[src/rtl/tabellone_punteggi.sv]
// Purpose : per-game round tallies, saturating cross-game totals and end-of-game pulse,
//           sampled every cycle downstream of the game FSMD.
// Latency : one cycle; every output is a register updated by inputs sampled on the previous edge.
// Backpressure: none; inputs are sampled unconditionally every cycle.
//
// Ports:
//   clk, rst_n          clock, asynchronous active-low reset
//   inizia              start-of-game flag (same signal the FSMD sees)
//   manche[1:0]         round result: 00 none, 01 P1, 10 P2, 11 tie
//   partita[1:0]        game result:  00 running, 01 P1, 10 P2, 11 draw
//   vinte1/vinte2/pareggi       per-game round counters (CNT_W)
//   partite1/partite2/partite_pari  cross-game totals (MATCH_W)
//   fine                one-cycle completed-game pulse
//   vincitore[1:0]      last completed game result, held
//   in_gioco            high while a game is tracked
module tabellone_punteggi #(
  parameter int CNT_W   = 8,
  parameter int MATCH_W = 4
) (
  input  logic               clk,
  input  logic               rst_n,
  input  logic               inizia,
  input  logic [1:0]         manche,
  input  logic [1:0]         partita,
  output logic [CNT_W-1:0]   vinte1,
  output logic [CNT_W-1:0]   vinte2,
  output logic [CNT_W-1:0]   pareggi,
  output logic [MATCH_W-1:0] partite1,
  output logic [MATCH_W-1:0] partite2,
  output logic [MATCH_W-1:0] partite_pari,
  output logic               fine,
  output logic [1:0]         vincitore,
  output logic               in_gioco
);

  typedef enum logic [1:0] {
    IDLE  = 2'b00,
    GIOCO = 2'b01,
    FINE  = 2'b10
  } state_t;

  state_t state, state_nxt;

  logic clr_rounds;
  logic count_en;
  logic game_done;

  function automatic logic [CNT_W-1:0] inc_cnt(input logic [CNT_W-1:0] v);
    return (&v) ? v : v + CNT_W'(1);
  endfunction

  function automatic logic [MATCH_W-1:0] inc_match(input logic [MATCH_W-1:0] v);
    return (&v) ? v : v + MATCH_W'(1);
  endfunction

  always_ff @(posedge clk or negedge rst_n) begin
    if (!rst_n) begin
      state <= IDLE;
    end else begin
      state <= state_nxt;
    end
  end

  always_comb begin
    state_nxt  = state;
    // inizia always (re)starts a game, whatever the current state; the FSMD
    // spends that cycle configuring, so its round/game results are ignored.
    clr_rounds = inizia;
    count_en   = (state == GIOCO) && !inizia;
    game_done  = count_en && (partita != 2'b00);
    case (state)
      IDLE: begin
        if (inizia) state_nxt = GIOCO;
      end
      GIOCO: begin
        if (inizia)         state_nxt = GIOCO;
        else if (game_done) state_nxt = FINE;
      end
      FINE: begin
        state_nxt = inizia ? GIOCO : IDLE;
      end
      default: state_nxt = IDLE;
    endcase
  end

  always_ff @(posedge clk or negedge rst_n) begin
    if (!rst_n) begin
      vinte1       <= '0;
      vinte2       <= '0;
      pareggi      <= '0;
      partite1     <= '0;
      partite2     <= '0;
      partite_pari <= '0;
      fine         <= 1'b0;
      vincitore    <= 2'b00;
      in_gioco     <= 1'b0;
    end else begin
      in_gioco <= (state_nxt == GIOCO);
      fine     <= game_done;

      if (clr_rounds) begin
        vinte1  <= '0;
        vinte2  <= '0;
        pareggi <= '0;
      end else if (count_en) begin
        // The round carried alongside the final game result still counts.
        case (manche)
          2'b01:   vinte1  <= inc_cnt(vinte1);
          2'b10:   vinte2  <= inc_cnt(vinte2);
          2'b11:   pareggi <= inc_cnt(pareggi);
          default: ;
        endcase
      end

      if (game_done) begin
        vincitore <= partita;
        case (partita)
          2'b01:   partite1     <= inc_match(partite1);
          2'b10:   partite2     <= inc_match(partite2);
          2'b11:   partite_pari <= inc_match(partite_pari);
          default: ;
        endcase
      end
    end
  end

endmodule

[config.mk]
export PLATFORM = sky130hd
export DESIGN_NAME = tabellone_punteggi
export DESIGN_NICKNAME = d
export VERILOG_FILES = /design/src/rtl/tabellone_punteggi.sv
export SDC_FILE = /design/constraint.sdc
export NUM_CORES = 1
export LEC_CHECK = 0
export ABC_AREA = 1
export BUFFER_PORTS_ARGS = -buffer_cell sky130_fd_sc_hd__buf_2
export CORE_MARGIN = 2
export CORE_UTILIZATION = 45
export DETAILED_ROUTE_END_ITERATION = 16
export GPL_TIMING_DRIVEN = 0
export PLACE_DENSITY = 0.73
export SYNTH_ARGS = -nofsm -noshare
export SYNTH_HDL_FRONTEND = slang
export SYNTH_SLANG_ARGS = --single-unit
[constraint.sdc]
create_clock -name clk -period 1.5 [get_ports clk]
set_input_delay 0.075 -clock clk [delete_from_list [all_inputs] [get_ports clk]]
set_output_delay 0.075 -clock clk [all_outputs]
set_load 0.1 [all_outputs]
# --- Word-level counts from Yosys, hierarchy flattened ---
# Cells that the tools add are included.
# W data, S select, Z words.
totals:
  register_bits: 42
  input_bits: 7
  elab_cells: 69
  out_inout_bits: 40
classes:
  mux: 17
  n_addsub: 6
  bitwise: 3
  n_reduce_logical: 21
  eq_ne: 12
ops:
  columns: ["op", "count"]
  rows:
  - ["$mux W8", 12]
  - ["$add A8 B1 Y8 const B", 3]
  - ["$reduce_and A8 Y1", 3]
  - ["$reduce_and A3 Y1", 6]
  - ["$add A4 B1 Y4 const B", 3]
  - ["$reduce_and A4 Y1", 3]
  - ["$eq A2 B2 Y1 const B", 5]
  - ["$reduce_bool A2 Y1", 5]
  - ["$eq A2 B1 Y1 const B", 4]
  - ["$mux W2", 3]
  - ["$ne A2 B2 Y1 const B", 3]
  - ["$pmux W2 S3", 1]
  - ["$not A1 Y1", 3]
  - ["$logic_and A1 B1 Y1", 2]
  - ["$logic_not A2 Y1", 1]
  - ["$logic_not A1 Y1", 1]
  - ["$mux W1", 1]

# --- Depth between registers and ports, before layout ---
logic_depth:
  ltp_word: 7
  depth_mapped: 7
  mapped_depth_nobuf: 7

# --- Worst setup path after synthesis ---
# Ideal clock, no wire load.
synth_path:
  path_kind: "reg-to-reg"
  startpoint: "register vinte1[1]"
  endpoint: "register vinte1[7]"
  path_slack_ps: -608
  synth_period_minus_slack_ps: 2108
  path_stages_with_launch: 8
  setup_time_ps: 68
  arrival_ps: 2041
  path_cell_list: "dfrtp_1 > ha_1 > nand2_1 > nor2_1 > a21oi_4 > nor2_2 > nand2_1 > nand2_1"
synth_between:
  elab_chain_cells: 5
  elab_cells_between_ends: 8
synth_rtl:
  columns: ["element", "line", "text"]
  rows:
  - ["from (decl)", "25", "output logic [CNT_W-1:0] vinte1,"]
  - ["from (signal assigned)", "108", "2'b01: vinte1 <= inc_cnt(vinte1);"]
  - ["$add A8 B1 Y8", "49", "return (&v) ? v : v + CNT_W'(1);"]
  - ["$mux W8", "49", null]
  - ["$mux W8", "107", "case (manche)"]
  - ["$mux W8", "105", "end else if (count_en) begin"]
  - ["$mux W8", "101", "if (clr_rounds) begin"]
# Several ways; a longest one is shown, not always the timed one. The select of a mux whose other input is x is not followed.
# A chain may end at the register's enable or synchronous reset.

# --- Worst setup path in the final report ---
layout_path:
  startpoint: "register vinte1[1]"
  endpoint: "register vinte1[3]"
# Same word-level chain as after synthesis.

==> out/metrics.cfg <==
[synthesis]
syn_area_mm2 = 0.00236
ys_ff_latch = 42
avgSynthCellArea_um2 = 7.71
synth_seq_area_share = 0.445
yosysTopAreaCell = dfrtp_1
synth_top_area_frac = 0.445
synthDistinctLibCells = 24
synthTopCellsByArea = dfrtp_1 45%, nand2_1 17%, nand3_1 7.8%
synth_warnings = 0
synth_nets = 319
synthCells = 306

[route]
wl_um = 5310
avgViaCountPerCell = 5.00
drt_iter0_drc = 89
antenna_left = 0
vias = 2213
wl_per_cell_um = 12.0
dr.pass1.iters = 4
drc = 0

[critical_path]
critical_path_required_ps = 1730
r2r_start = vinte1[1]
worstPathArrival_ps = 1690
endpoint_kind = flop
critPathLaunch = vinte1[1]
cp-start-kind = flop
path_max_fanout = 7
criticalPathCategory = reg -> reg

[grt]
grt_max_degree = 43
grt_overflow = 0
grtUsageTotal = 0.189
antenna_found_initial = 0
grt_pass1_wl_um = 9090
grt_pass1_vias = 2071

[timing]
period_share = 0.972
drv_slew = 0
tightestPinTransition_ps = 938
finClkSkew_ps = 5.57
tns_ps = 0
hold_viol_final = 0
setup_violations = 0
hold_slack_ps = 77.8
min_period_ps = 1460
rsz0062_at_grt = yes
fin_ws_ps = 41.4
fmax_ghz = 0.686
maxSlewHeadroom = 0.375

[clock_network]
cts_tree = built
htreeDepth = 2
root_buffer = clkbuf_8
numCtsBuffers = 5
cts_sinks = 42
worstSkewPairLatency_ps = 300
clockBufferDepth = 2
clkTransAtPathRegs_ps = 80

[final_layout]
fin_util = 0.599
syn2layout_area_growth_pct = 28.8
final_common_cell = nand2_1
layout.nets = 385
layout_common_cells = 101 x nand2_1, 46 x buf_2, 37 x nand3_1
drive_gt1_frac = 0.343
n_antenna_cell = 0
fillCellCount = 465

[die]
initial_core_util = 0.465
die_x_um = 76.4
rows = 26
die_area_mm2 = 0.00584
core_mm2 = 0.00507
die_h_um = 76.4
boundaryPins = 47

[placed_design]
gp_routability_congestion = 0.853
io_buffer_count = 46
place_hpwl_um = 3650
pre_cts_ws_ps = 59.6

[pwr]
total_power_uw = 4200
clkPwrFrac = 0.218
power_density_mw_per_mm2 = 1380
seq_power_share = 0.359
p_int_uw = 2120
p_sw_uw = 2080
pwr-share-comb = 0.423
leakage_uw = 0.00151
ir_worst_vdd_v = 0.00165
swShare = 0.494

[worst_hold_path]
min-delay-start = partita[1]
hold_path_class = in -> reg

[run]
maxCapViolCount = 0

[status]
status = finished clean

==> Yosys cell counts <==
cell type and count:
nand3_1 37, nand2_2 1, clkbuf_1 2, nand3b_1 2, nor3_4 1, nand4_2 1, a21oi_1 3, nand4_1 10
ha_1 6, nand2_1 104, nor2_4 2, xnor2_1 1, inv_2 3, nor2_1 31, inv_1 27, o21ai_0 7
nand3_2 1, dfrtp_1 42, a21oi_4 3, nor3_1 1, xor2_1 11, o21ai_1 1, nor2_2 4, o21bai_1 5
==> flip-flops by register name, indices dropped and copies added (netlist names) <==
register      cells
partite_pari      4
vinte2            8
partite2          4
in_gioco          1
pareggi           8
state             2
vincitore         2
fine              1
vinte1            8
partite1          4
==> final cells by class <==
type | count | area [um^2] | area share
multi-input cells | 232 | 1260 | 0.414
flip-flops and latches | 42 | 1120 | 0.367
repair buffers | 59 | 343 | 0.113
inverters | 30 | 113 | 0.0371
well taps | 70 | 87.6 | 0.0288
clock buffers | 5 | 68.8 | 0.0226
clock inverters | 3 | 45.0 | 0.0148
plain buffers | 2 | 7.51 | 0.00247
==> power groups by stage <==
| stage | combinational, uW | clock, uW | sequential [uW] |
|---|---|---|---|
| floorplan | 319 | 0 | 2650 |
| global placement | 1720 | 0 | 1520 |
| detailed placement | 1740 | 0 | 1530 |
| CTS | 1740 | 945 | 1510 |
| global route | 1880 | 975 | 1540 |
| finish | 1770 | 917 | 1510 |
==> routing by layer <==
layer | share of wire | routed length [um] | vias to the layer above | GRT usage
li1 | - | - | 1121 | -
met1 | 0.46 | 2450 | 1042 | 0.248
met2 | 0.49 | 2580 | 48 | 0.312
met3 | 0.049 | 262 | 2 | 0.0355
met4 | 0.0036 | 19 | 0 | 0.0655
met5 | 0 | 0 | - | 0
==> stage by stage <==
| step | instance area, um^2 | std cells |
|---|---|---|
| 2_1_floorplan | 2490 | 306 |
| 3_3_place_gp | 2810 | 422 |
| 3_5_place_dp | 2810 | 422 |
| 4_1_cts | 2930 | 431 |
| 5_1_grt | 3040 | 443 |
| 6_report | 3040 | 443 |
==> worst paths after layout <==
| path | end | slack [ps] | depth (start not counted) |
|---|---|---|---|
| worst max-delay path | vinte1[3] | 40 | 7 |
| worst min-delay path | vincitore[1] | 80 | 3 |
| worst max register to register | vinte1[3] | 40 | 7 |
| worst min register to register | vincitore[0] | 480 | 2 |
| max in group asynchronous | vinte1[0] | 330 | 2 |
| min in group asynchronous | pareggi[3] | 470 | 2 |
==> timing repair <==
action,4_1_cts,5_1_grt
hold endpoints to repair,42,0
hold buffers,1,0
gates resized for setup,0,1
setup endpoints to repair,0,16
buffers inserted,0,12
==> worst max-delay path: stages, from the launching register on <==
cell and delay (ps):
dfrtp_4 500, ha_4 170, nand2_2 100, nor2_2 60, a21oi_4 250, buf_4 160
nand3_1 70, nand2_1 90
==> kinds of logic (layout without fill, tap and decap cells) <==
family	Yosys count	count (layout)	share of synthesized area
AOI/OAI and AO/OA	19	19	0.0599
xor gates and xnor gates	12	12	0.0445
adders and majority gates	6	6	0.0318
buffers and inverters	32	99	0.0509
DFF	42	42	0.445
and+or+nand+nor	195	195	0.367
Note: power is estimated with default switching activity, not from simulation.
